<file path="src/rtl/gamma_mem.sv">
// ---------------------------------------------------------------------------
// gamma_mem
// Storage responder for the MAP decoder's gamma branch-metric buffer. It sits
// on the far end of the gamma controller's w_r_gn/gn_addr interface, captures
// one frame of four branch metrics per trellis step during the write phase and
// returns them with a fixed 1-cycle read latency to the alpha/beta units.
//
// Ports:
//   clk        in   system clock, rising edge
//   rst        in   synchronous reset, active-low
//   w_r_gn     in   1 = write phase, 0 = read phase
//   gn_addr    in   [AW-1:0] entry address from the gamma controller
//   gm_in      in   [4*DW-1:0] write data {g11,g10,g01,g00}
//   gm_out     out  [4*DW-1:0] registered read data
//   rd_valid   out  gm_out holds a valid, in-range, written entry this cycle
//   rd_addr_q  out  [AW-1:0] address associated with the current gm_out
//   frame_full out  every entry of the current frame has been written
//   drained    out  DEPTH valid reads completed; held until the next frame
//   addr_err   out  sticky out-of-range access flag for the current frame
//
// Optional feature macro: GAMMA_REV_READ_EN
//   When defined, read-phase addresses are mirrored (DEPTH-1-gn_addr) so the
//   beta recursion walks the trellis backwards; rd_addr_q reports the mirrored
//   (physical) address. Range checks always use the raw gn_addr.
// ---------------------------------------------------------------------------
module gamma_mem #(
    parameter int DEPTH = 8,
    parameter int DW    = 8,
    parameter int AW    = 8
) (
    input  logic            clk,
    input  logic            rst,
    input  logic            w_r_gn,
    input  logic [AW-1:0]   gn_addr,
    input  logic [4*DW-1:0] gm_in,
    output logic [4*DW-1:0] gm_out,
    output logic            rd_valid,
    output logic [AW-1:0]   rd_addr_q,
    output logic            frame_full,
    output logic            drained,
    output logic            addr_err
);

    localparam int IW = (DEPTH > 1) ? $clog2(DEPTH) : 1;
    localparam int CW = $clog2(DEPTH) + 1;

    typedef enum logic [1:0] {
        IDLE,
        FILL,
        DRAIN,
        HOLD
    } state_t;

    state_t            state;
    logic [4*DW-1:0]   mem [DEPTH];
    logic [DEPTH-1:0]  valid;
    logic [CW-1:0]     rd_cnt;

    logic              in_range;
    logic [IW-1:0]     wr_idx;
    logic [IW-1:0]     rd_idx;
    logic [DEPTH-1:0]  wr_bit;
    logic              do_write;
    logic              do_read;
    logic              new_frame;

    assign in_range = (gn_addr < AW'(DEPTH));
    assign wr_idx   = gn_addr[IW-1:0];

`ifdef GAMMA_REV_READ_EN
    // Mirror the read address so the frame comes back last-step-first.
    assign rd_idx = IW'(DEPTH - 1) - gn_addr[IW-1:0];
`else
    assign rd_idx = gn_addr[IW-1:0];
`endif

    assign wr_bit = in_range ? (DEPTH'(1) << wr_idx) : '0;

    // A write phase cycle writes in every state; coming from DRAIN or HOLD it
    // additionally opens a new frame. A write always wins over a read.
    assign do_write  = (w_r_gn == 1'b1);
    assign new_frame = do_write && ((state == DRAIN) || (state == HOLD));
    assign do_read   = (w_r_gn == 1'b0) && ((state == FILL) || (state == DRAIN));

    // Metric storage is left unreset so it maps onto plain RAM.
    always_ff @(posedge clk) begin
        if (rst && do_write && in_range) begin
            mem[wr_idx] <= gm_in;
        end
    end

    // Frame control FSM with registered outputs.
    always_ff @(posedge clk) begin
        if (!rst) begin
            state      <= IDLE;
            valid      <= '0;
            rd_cnt     <= '0;
            gm_out     <= '0;
            rd_valid   <= 1'b0;
            rd_addr_q  <= '0;
            frame_full <= 1'b0;
            drained    <= 1'b0;
            addr_err   <= 1'b0;
        end else begin
            rd_valid <= 1'b0;
            // frame_full lags the completing write by one cycle on purpose.
            frame_full <= &valid;

            if (do_write) begin
                state    <= FILL;
                valid    <= (new_frame ? {DEPTH{1'b0}} : valid) | wr_bit;
                addr_err <= (new_frame ? 1'b0 : addr_err) | !in_range;
                if (new_frame) begin
                    rd_cnt     <= '0;
                    drained    <= 1'b0;
                    frame_full <= 1'b0;
                end
            end else if (do_read) begin
                state     <= DRAIN;
                rd_addr_q <= in_range ? AW'(rd_idx) : gn_addr;
                if (in_range && valid[rd_idx]) begin
                    gm_out   <= mem[rd_idx];
                    rd_valid <= 1'b1;
                    rd_cnt   <= rd_cnt + CW'(1);
                    // drained rises together with the final valid read.
                    if (rd_cnt == CW'(DEPTH - 1)) begin
                        state   <= HOLD;
                        drained <= 1'b1;
                    end
                end else begin
                    gm_out <= '0;
                    if (!in_range) begin
                        addr_err <= 1'b1;
                    end
                end
            end
        end
    end

endmodule

</file>
<file path="config.mk">
export PLATFORM = sky130hd
export DESIGN_NAME = gamma_mem
export DESIGN_NICKNAME = d
export VERILOG_FILES = /design/src/rtl/gamma_mem.sv
export SDC_FILE = /design/constraint.sdc
export NUM_CORES = 1
export LEC_CHECK = 0
export BUFFER_PORTS_ARGS = -buffer_cell sky130_fd_sc_hd__clkbuf_2
export CAP_MARGIN = 20
export CELL_PAD_IN_SITES_DETAIL_PLACEMENT = 0
export CELL_PAD_IN_SITES_GLOBAL_PLACEMENT = 1
export CORE_ASPECT_RATIO = 0.5
export CORE_MARGIN = 5
export CORE_UTILIZATION = 30
export CTS_BUF_LIST = sky130_fd_sc_hd__clkbuf_16
export CTS_CLUSTER_DIAMETER = 50
export DETAILED_ROUTE_END_ITERATION = 7
export PLACE_DENSITY_LB_ADDON = 0.1
export SKIP_CTS_REPAIR_TIMING = 1
export SYNTH_ARGS = -nofsm -noshare
export SYNTH_HDL_FRONTEND = slang
export SYNTH_SLANG_ARGS = --single-unit
</file>
<file path="constraint.sdc">
create_clock -name clk -period 11.31 [get_ports clk]
set_clock_uncertainty 0.2 [all_clocks]
set_input_delay 1.131 -clock clk [delete_from_list [all_inputs] [get_ports clk]]
set_output_delay 1.131 -clock clk [all_outputs]
set_load 0.005 [all_outputs]
</file>
* After elaboration in Yosys (flattened, before gate mapping)
Memories as Yosys holds them, arrays and structs flattened. Cells that the tools add are included.
Storage, ports and cells: input port bits 43, memories 1, output and inout port bits 44, bits in writable memories 256, bits in registers 58
Operators by class: mux-type cells 29, order comparisons 2, equality and inequality tests 7, reduce and logical (&&, ||, !) cells 18, shift operators 1, $add $sub $neg 1, bitwise logic cells 5
Memory list:
- mem | depth 8, bits a word 32, read ports 1, clocked after memory_dff 0, write ports 1, RTL line 55 | logic [4*DW-1:0] mem [DEPTH];
Operator list (number):
- 2-to-1 mux 32 bit | 1
- 2-to-1 mux 8 bit | 3
- 2-to-1 mux 1 bit | 20
- 2-to-1 mux 4 bit | 4
- < comparator 8 x 4 -> 1 bit, second input constant | 1
- bitwise OR 8 bit | 1
- AND reduction 8 bit | 1
- left shift 1 x 3 -> 8 bit, first input constant | 1
- AND reduction 3 bit | 2
- nonzero test 2 bit | 3
- logical AND 1 bit | 5
- adder 4 x 1 -> 4 bit, second input constant | 1
- == test 2 bit, second input constant | 2
- == test 4 x 3 -> 1 bit, second input constant | 1
- < comparator 3 x 4 -> 1 bit, second input constant | 1
- inequality test 2 bit, second input constant | 2
- AND reduction 4 bit | 1
- binary-select mux 1 bit (select 3 bit) | 1
- NOT 1 bit | 3
- OR reduction 3 bit | 1
- == test 2 x 1 -> 1 bit, second input constant | 1
- logical OR 1 bit | 2
- inequality test 2 x 1 -> 1 bit, second input constant | 1
- AND reduction 2 bit | 1
- other kinds (3) | 3

* Logic depth before layout (Yosys ltp)
word-level depth 6, gate-level depth with buffers 7

* Least setup slack after synthesis
No wires, ideal clock.
path type input-to-reg, start point input port gn_addr[7], end point memory mem[4][0] in the netlist's numbering, enable pin, path buffers 0, setup slack 6.327 ns, required time 10.649 ns, arrival time 4.322 ns, setup time 0.461 ns, cell stages on the path 4, cell sequence or4_1 -> nor2_1 -> nand4_1 -> nor3_1
Between the ends: word-level cells in the longest chain between the ends 4
Ends and longest elaborated chain:
- from (decl) | RTL line 34 | input logic [AW-1:0] gn_addr,
- < comparator 8 x 4 -> 1 bit | RTL line 67 | assign in_range = (gn_addr < AW'(DEPTH));
- logical AND 1 bit | RTL line 87 | if (rst && do_write && in_range) begin
- 2-to-1 mux 1 bit | RTL line 87
- 2-to-1 mux 1 bit (not written as such) | RTL line 88 | mem[wr_idx] <= gm_in;
- to (decl) | RTL line 55
Every way passes these cells.

* Worst setup path after layout
start point input port gn_addr[1], end point register gm_out[23]
Between the ends: word-level cells in the longest chain between the ends 4
Ends and longest elaborated chain:
- parallel branches: the longest is 3 deep, another holds < comparator 8 x 4 -> 1 bit
- 2-to-1 mux 32 bit * | RTL line 121 | if (in_range && valid[rd_idx]) begin
- to (signal assigned) | RTL line 122 | gm_out <= mem[rd_idx];
- to (decl) | RTL line 36 | output logic [4*DW-1:0] gm_out,
Every way passes the cells marked *. The select of a mux whose other input is x is not followed. A chain may end at the register's enable or synchronous reset.

==> out/results.tsv <==
stage	metric	value	unit
run_status	status	finished clean	
clocking	cts.sinks	314	
grt	antenna_found_initial	0	
synthesis	synth-adder-area-share	0.3186	%
placement	hpwl	14.26	mm
detailed_routing	wl	25.53	mm
setup_path	max_stage_delay	800	ps
sta	slew_headroom	35.94	%
detailed_routing	drt_first_pass_iters	4	
setup_path	crit_path_frequent_cell	buf_4	
synthesis	synth_top_family_by_area	multiplexers	
synthesis	ys_seq_area_share	75.11	%
sta	rsz0062_at_grt	false	
setup_path	critPathLaunchType	input port	
grt	grt_max_degree	61	
clocking	root_buffer	clkbuf_16	
setup_path	crit_required	11550	ps
layout	final_common_cell	edfxtp_1	
placement	port_buffers	86	
grt	grt_pass1_wl	39.52	mm
pwr	p_leak	0.004698	uW
clocking	clockBufferDepth	3	
layout	area_growth	18.44	%
sta	max_slew.worst_pin.slew	960.9	ps
synthesis	yosys_register_bits	314	
sta	fmax	266.1	MHz
synthesis	synth_area	11780	um2
sta	post-route-min-period	3757	ps
synthesis	synth_simple_gate_area_share	3.834	%
pwr	ir_drop	0.07441	mV
synthesis	postSynthCellCount	613	
floorplan	die_w	290.3	um
clocking	cts_tree	yes	
synthesis	syn-num-nets	659	
grt	grt_overflow	0	
layout	final_cell_mix	256 x edfxtp_1, 84 x clkbuf_2, 65 x mux4_2	
setup_path	cp_max_fo	60	
setup_path	arrival	4000	ps
placement	place_congestion	0.6645	
min_path	hold_class	reg2reg	
sta	setup_viol	0	
layout	drive_gt1_share	33.78	%
layout	diodes	0	
floorplan	ioPinCount	87	
clocking	clock_latency	510	ps
floorplan	start_util	30.32	%
setup_path	path_class	in2reg	
synthesis	syn_area_per_cell	19.22	um2
synthesis	synthMuxAreaShare	15.65	%
layout	fin_nets	761	
detailed_routing	wl_per_cell	20.10	um
sta	hold_violations	0	
setup_path	rr_worst_depth	6	
grt	grt_pass1_vias	6110	
sta	final-max-slew-violation-count	0	
clocking	htreeDepth	2	
setup_path	crit_chain	buf_4, buf_4, mux2i_1, mux4_2, or4_4, o21ai_2	
clocking	cts_inserted_buffers	34	
setup_path	end_kind	register	
flow_run	maxCapViolations	0	
min_path	min_path_cells	2	
clocking	cts.clk_slew.worst_paths	60	ps
sta	setup-tns-final	0	ps
synthesis	synth_compound_area_share	3.590	%
floorplan	die_y	150.1	um
detailed_routing	viasPerCell	4.586	
grt	track_usage	11.84	%
synthesis	synth.distinct_cells	35	
pwr	power_density	174.0	nW/um2
detailed_routing	drt_iter0_markers	349	
floorplan	die_area	43570	um2
detailed_routing	drcViolationCount	0	
sta	period_share	33.22	%
synthesis	yosys_warnings	0	
floorplan	coreArea	38860	um2
detailed_routing	vias	5824	
detailed_routing	ant_nets	0	
layout	fin_area	13950	um2
synthesis	synth_xor_area_share	0	%
setup_path	cp_slowest_cell	buf_4	
pwr	p_total	2428	uW
floorplan	num_rows	51	
placement	placed_area	12870	um2
layout	nFillCells	3611	
==> registers in the layout (all words and copies together), names as in the netlist <==
register,count
drained,1
addr_err,1
state,2
valid,8
rd_addr_q,8
mem,256
rd_cnt,4
rd_valid,1
frame_full,1
gm_out,32
==> worst paths after layout <==
kind,from,end,slack (ps)
max,gn_addr[1],gm_out[23],7550
min,gm_out[17],gm_out[17],250
max reg2reg,state[0],rd_cnt[3],8750
min reg2reg,gm_out[17],gm_out[17],250
==> report_power, final <==
| part | total, uW | switching, uW | internal (uW) |
|---|---|---|---|
| Sequential | 1250 | 1.71 | 1250 |
| Clock | 1080 | 449 | 634 |
| Combinational | 92.6 | 56.0 | 36.6 |
==> cells by family (layout without fill, tap and decap cells) <==
group,count (synthesis),in the layout
adders and majority gates,3,3
muxes,103,103
buffers and inverters,36,163
AOI/OAI and AO/OA,58,58
DFF,314,314
and+or+nand+nor,99,99
==> critical path, delay by kind of cell <==
family | cells | cell delay (ps)
AOI/OAI and AO/OA | 1 | 220
muxes | 2 | 730
buffers and inverters | 2 | 1070
and+or+nand+nor | 1 | 750
==> area by class of cell <==
type	count	area, um2	share of cell area (%)
clock buffers	37	925.9	6.636
clock inverters	24	156.4	1.121
inverters	4	15.01	0.1076
multi-input cells	263	2819	20.20
flip-flops and latches	314	8848	63.41
well taps	530	663.1	4.753
repair buffers	98	525.5	3.766
==> routing by layer <==
layer / track usage [%] / part of all wire, % / up-vias
li1: - / - / 2676
met1: 16.88 / 48 / 3010
met2: 18.52 / 46 / 94
met3: 2.683 / 4.0 / 44
met4: 3.150 / 1.8 / 0
met5: 0 / 0 / -
==> per-stage QoR <==
step / hold WS (ps) / setup slack (ps) / utilization (%) / std cells
after CTS: 253.6 / 7424 / 35.91 / 1270
after global routing: 269.5 / 7305 / 35.91 / 1270
after detailed placement: 240.1 / 6893 / 33.12 / 1209
after floorplan: 239.2 / 6327 / - / 613
final: 249.6 / 7553 / 35.91 / 1270
after global placement: 236.2 / 6903 / 33.12 / 1209
==> Yosys cell counts <==
cell type / count / area, um2
a211oi_1: 1 / 7.510
a21oi_1: 12 / 60.06
a311o_1: 2 / 20.02
and2_1: 1 / 6.260
and4b_1: 1 / 10.01
buf_2: 6 / 30.03
buf_4: 1 / 7.510
buf_6: 4 / 45.04
clkbuf_1: 21 / 78.83
dfxtp_1: 58 / 1161
edfxtp_1: 256 / 7687
ha_1: 3 / 37.54
inv_1: 4 / 15.01
mux2i_1: 38 / 380.4
mux4_2: 65 / 1464
nand2_1: 61 / 229.0
nand2b_1: 2 / 12.51
nand3_1: 3 / 15.01
nand3b_1: 2 / 15.01
nand4_1: 2 / 12.51
nand4b_1: 1 / 8.760
nor2_1: 10 / 37.54
nor3_1: 5 / 25.02
nor3b_1: 1 / 7.510
nor4_1: 1 / 6.260
nor4b_1: 1 / 8.760
o21a_1: 1 / 7.510
o21ai_0: 1 / 5.000
o21ai_1: 9 / 45.04
o21ai_2: 30 / 262.8
o31ai_1: 2 / 15.01
or2_1: 2 / 12.51
or3_1: 3 / 18.77
or4_1: 2 / 15.01
or4_4: 1 / 11.26
(Power assumes the default switching activity.)
